===== src/rtl/fetch_sequencer.sv =====
// Front-end stage of the 4-bit processor: program counter, fetch register,
// fetch/execute phase and C/Z flags feeding the microcode decoder ROM.
module fetch_sequencer #(
  parameter int              PC_W   = 12,
  parameter logic [PC_W-1:0] RST_PC = 12'h000
) (
  input  logic            clk,
  input  logic            rst_n,
  input  logic            en,
  input  logic [7:0]      prog_byte,
  input  logic            inc_pc,
  input  logic            load_pc,
  input  logic            load_flags,
  input  logic            alu_c,
  input  logic            alu_z,
  output logic [PC_W-1:0] pc_out,
  output logic [6:0]      rom_addr,
  output logic [3:0]      instr,
  output logic [3:0]      oprnd,
  output logic [PC_W-1:0] target,
  output logic            phase,
  output logic            c_flag,
  output logic            z_flag
);

  typedef enum logic {
    PH_FETCH = 1'b0,
    PH_EXEC  = 1'b1
  } phase_t;

  phase_t          r_phase;
  phase_t          w_phase_nxt;
  logic [PC_W-1:0] r_pc;
  logic [PC_W-1:0] w_pc_nxt;
  logic [7:0]      r_fetch;
  logic [7:0]      w_fetch_nxt;
  logic            r_c;
  logic            r_z;
  logic            w_c_nxt;
  logic            w_z_nxt;
  logic [PC_W-1:0] w_target;

  // Jump target is only meaningful with PC_W == 12 (operand nibble + one byte).
  assign w_target = {r_fetch[3:0], prog_byte};

  // Phase state register.
  always_ff @(posedge clk or negedge rst_n) begin
    if (!rst_n) begin
      r_phase <= PH_FETCH;
    end else begin
      r_phase <= w_phase_nxt;
    end
  end

  // Phase next-state: alternate fetch/execute on every enabled edge.
  always_comb begin
    w_phase_nxt = r_phase;
    if (en) begin
      case (r_phase)
        PH_FETCH: w_phase_nxt = PH_EXEC;
        PH_EXEC:  w_phase_nxt = PH_FETCH;
        default:  w_phase_nxt = PH_FETCH;
      endcase
    end else begin
      w_phase_nxt = r_phase;
    end
  end

  // PC, fetch register and flag next-state; load_pc outranks inc_pc.
  always_comb begin
    w_pc_nxt    = r_pc;
    w_fetch_nxt = r_fetch;
    w_c_nxt     = r_c;
    w_z_nxt     = r_z;
    if (en) begin
      if (r_phase == PH_FETCH) begin
        w_fetch_nxt = prog_byte;
      end else begin
        w_fetch_nxt = r_fetch;
      end
      if (load_pc) begin
        w_pc_nxt = w_target;
      end else if (inc_pc) begin
        w_pc_nxt = r_pc + {{(PC_W-1){1'b0}}, 1'b1};
      end else begin
        w_pc_nxt = r_pc;
      end
      if (load_flags) begin
        w_c_nxt = alu_c;
        w_z_nxt = alu_z;
      end else begin
        w_c_nxt = r_c;
        w_z_nxt = r_z;
      end
    end else begin
      w_pc_nxt    = r_pc;
      w_fetch_nxt = r_fetch;
      w_c_nxt     = r_c;
      w_z_nxt     = r_z;
    end
  end

  // Datapath registers.
  always_ff @(posedge clk or negedge rst_n) begin
    if (!rst_n) begin
      r_pc    <= RST_PC;
      r_fetch <= 8'h00;
      r_c     <= 1'b0;
      r_z     <= 1'b0;
    end else begin
      r_pc    <= w_pc_nxt;
      r_fetch <= w_fetch_nxt;
      r_c     <= w_c_nxt;
      r_z     <= w_z_nxt;
    end
  end

  assign pc_out   = r_pc;
  assign instr    = r_fetch[7:4];
  assign oprnd    = r_fetch[3:0];
  assign target   = w_target;
  assign phase    = r_phase;
  assign c_flag   = r_c;
  assign z_flag   = r_z;
  assign rom_addr = {r_fetch[7:4], r_c, r_z, r_phase};

endmodule


===== config.mk =====
export PLATFORM = sky130hd
export DESIGN_NAME = fetch_sequencer
export DESIGN_NICKNAME = d
export VERILOG_FILES = /design/src/rtl/fetch_sequencer.sv
export SDC_FILE = /design/constraint.sdc
export NUM_CORES = 1
export LEC_CHECK = 0
export CORE_MARGIN = 2
export CORE_UTILIZATION = 42
export CTS_CLUSTER_DIAMETER = 100
export DETAILED_ROUTE_END_ITERATION = 12
export PLACE_DENSITY = 0.8
export RECOVER_POWER = 100
export SETUP_SLACK_MARGIN = 0.2
export SLEW_MARGIN = 20
export SYNTH_ARGS = -nofsm -noshare
export SYNTH_HDL_FRONTEND = slang
export SYNTH_SLANG_ARGS = --single-unit

===== constraint.sdc =====
create_clock -name clk -period 2 [get_ports clk]
set_input_delay 0.3 -clock clk [delete_from_list [all_inputs] [get_ports clk]]
set_output_delay 0.3 -clock clk [all_outputs]
set_load 0.01 [all_outputs]

==> summary.txt <==
Yosys
  • Syn Area/Cell: 10.0 um^2
  • Netlist cell types: 35
  • Post-Syn Area: 1320 um^2
  • Ranking of synthesized cells by area: dfrtp_1, buf_4, mux2_2
  • Synth Area in Adders: 0.945%
  • Largest family of logic cells by synthesized area: buffers and inverters
  • Area leader, netlist: dfrtp_1
  • Synth Area in XOR/XNOR: less than 1%
  • Mux cell area share after synthesis: a little under an eighth
  • Simple-gate area share of the yosys netlist: ~14%
  • YS warnings: 0
  • Post-synthesis compound-gate area fraction: approximately 14%
  • Number of synthesized register bits: 23
  • Seq/Total Area, Yosys: 43.5%
  • Synthesized instance count: 132
  • Synth top area share: 43.5%
  • Syn Nets: roughly 150

Timing
  • Fin. Hold Viols: 0
  • Max-slew headroom: between 10% and 20%
  • Max-slew violation count: 0
  • Fmax: about 560 MHz
  • Least-Margin Pin Slew: between 1 and 1.5 ns
  • RSZ-0062 raised after global routing: no
  • Fin crit share: about nine tenths
  • Tmin final: about 1.8 ns
  • TNS Setup: 0 ns
  • Skew final: roughly 0.010 ns
  • Final WS setup: roughly 0.22 ns
  • Final setup fails: 0

Clock network
  • Clk pin slew, worst setup/hold paths: 0.14 ns
  • Number of buffers added for setup after CTS: 0
  • # resized after CTS: 0
  • Num CTS Buffers: 3
  • Cts hold-fix bufs: 0
  • Clk sinks: 23
  • H-tree depth: 1
  • CTS Buffer Depth: 2
  • CTS tree: done
  • Clock Latency Late Sink: between 0.3 and 0.4 ns
  • Clk root buf: clkbuf_4

Drt
  • Drt initial violations: 28
  • Vias per inst: 5.39
  • DR pass1 iterations: 4
  • Remaining routing DRC violations: 0
  • Drt total wl: 3170 um
  • DR vias: 1164
  • Routed len/inst: approximately 15 um
  • Post-detailed-route count of antenna-violating nets: 0

GRT
  • Total GRT Usage: between 10% and 20%
  • First-pass GRT wire length: ~5200 um
  • Largest net degree at the start of global routing: 24
  • Total grt overflow: 0
  • Vias in the first global route: 1116
  • Initial antenna violation count: 0

Die
  • Ports: 58
  • Initial Utilization: a little over two fifths
  • FP Rows: 20
  • Die Area: roughly 3600 um^2
  • Die Height: 60.1 um
  • Die width: roughly 60 um
  • Core area: roughly 3000 um^2

Setup path
  • Crit. End Element: output pin
  • Reg2reg setup slack: around 0.38 ns
  • Crit path kind: flip-flop to output pin
  • Slowest CP cell: dlygate4sd3_1
  • Worst reg2reg path endpoint: pc_out[10]
  • CP delay by family, top: buffers and inverters
  • WP buf/inv: 1
  • Max incr delay on CP: roughly 0.64 ns
  • Worst path cell trace: dlygate4sd3_1
  • Worst EP arrival: roughly 1.5 ns
  • Startpoint Class: flip-flop
  • Worst-case reg-to-reg path depth: 5
  • Largest fanout on the critical path: 8
  • FF-to-FF Start: pc_out[0]
  • CP required: about 1.7 ns

Pwr
  • Cell area power density: ~1000 nW/um^2
  • P_sw: ~0.0007 W
  • Sequential Power Share: approximately two fifths
  • Leakage: 0.752 nW
  • Power Total: 0.00190 W
  • Pint: 0.00121 W
  • Clk pwr share: a little under an eighth
  • Combinational share of power: roughly 47%
  • Switching Share: between 30 and 40%
  • Maximum VDD drop: ~0.00054 V

Layout
  • Area added between synthesis and finish: 36.8%
  • NumNets Final: 190
  • Commonest non-fill, non-tap cells in the layout: dlygate4sd3_1, dfrtp_1, clkdlybuf4s50_1
  • Antenna fix cells: 0
  • Commonest non-fill, non-tap cell in the layout: dlygate4sd3_1
  • Share of post-route cells with drive strength above 1: 10.5%
  • Fillers: approximately 250
  • Final instance count without filler cells: around 220

Hold path
  • Hold Crit Class: flip-flop to flip-flop
  • Hold path start: phase
  • WHS Endpoint: phase
  • Hold Path Stages: 1

Placement
  • # placed instances: about 210
  • Detailed Place HPWL: roughly 2400 um
  • Input/output buffers: 57
  • Global placer's final weighted congestion: 0.888
  • Pre-CTS setup slack: roughly 0.21 ns

Status
  • Status: finished clean

Job
  • Max-Cap Viols: 0
[routing by layer]
metal / vias up / share of wire [%] / global-route usage [%] / routed length [um]
li1: 539 / - / - / -
met3: 8 / 5.3 / 2.81 / 169
met2: 56 / 50 / 33.4 / 1580
met5: - / 0 / 0 / 0
met1: 561 / 42 / 22.8 / 1320
met4: 0 / 3.2 / 11.7 / 100
[worst max path at each step]
stage	startpoint	endpoint	slack, ns	cells after the start
global placement	load_pc	pc_out[10]	0.26	5
finish	pc_out[4]	pc_out[4]	0.22	1
global route	pc_out[4]	pc_out[4]	0.17	1
CTS	pc_out[4]	pc_out[4]	0.28	1
detailed placement	load_pc	pc_out[10]	0.21	5
floorplan	pc_out[0]	pc_out[10]	0.51	5
[power groups by stage]
stage	clock [W]	combinational, W	sequential (W)
floorplan	0	0.000461	0.000844
global placement	0	0.000987	0.000791
detailed placement	0	0.00100	0.000803
CTS	0.000229	0.00101	0.000792
global route	0.000244	0.000963	0.000812
finish	0.000227	0.000891	0.000780
[synthesized netlist by cell type]
| master | number |
|---|---|
| o22ai_1 | 4 |
| nand2_1 | 10 |
| a311oi_1 | 1 |
| o21ai_0 | 7 |
| clkbuf_1 | 1 |
| and2_1 | 1 |
| o32a_1 | 2 |
| a21oi_1 | 10 |
| o21a_1 | 2 |
| nand3_1 | 4 |
| nor3_1 | 1 |
| xor2_1 | 1 |
| o31a_1 | 1 |
| and4_1 | 2 |
| buf_6 | 1 |
| mux2_2 | 10 |
| nand2b_1 | 1 |
| nor2_2 | 1 |
| dfrtp_1 | 23 |
| ha_1 | 1 |
| a41o_1 | 1 |
| buf_4 | 20 |
| o22a_1 | 1 |
| nand4_1 | 3 |
| buf_2 | 4 |
| o32ai_1 | 1 |
| nor2_1 | 6 |
| clkinv_1 | 1 |
| inv_1 | 1 |
| and3_1 | 3 |
| mux2_4 | 1 |
| nor3b_1 | 1 |
| and3_2 | 1 |
| mux2i_1 | 3 |
| nand4_2 | 1 |
[through the flow]
stage               area, um^2  utilization [%]  hold slack (ns)
floorplan                 1320                -          0.00441
global route              1810             59.8            0.559
global placement          1800             59.5            0.500
CTS                       1830             60.4            0.326
finish                    1810             59.8            0.523
detailed placement        1800             59.5            0.515
[final cells by class]
class                   count  area [um^2]  share of cell area [%]
flip-flops and latches     23          576                    31.8
well taps                  44         55.1                    3.04
multi-input cells          81          552                    30.5
inverters                   2         7.51                   0.415
repair buffers             62          593                    32.8
clock buffers               3         22.5                    1.24
clock inverters             1         5.00                   0.276
[state kept, by name, indices dropped and copies added, names as in the netlist]
signal	count
pc_out	12
r_fetch	8
c_flag	1
phase	1
z_flag	1
[logic make-up after synthesis]
| group | after synthesis |
|---|---|
| compound gates | 30 |
| xor+xnor | 1 |
| fa+ha+maj | 1 |
| buf+inv | 28 |
| flops | 23 |
| mux | 14 |
| simple gates | 35 |
Note: power is estimated with default switching activity, not from simulation.
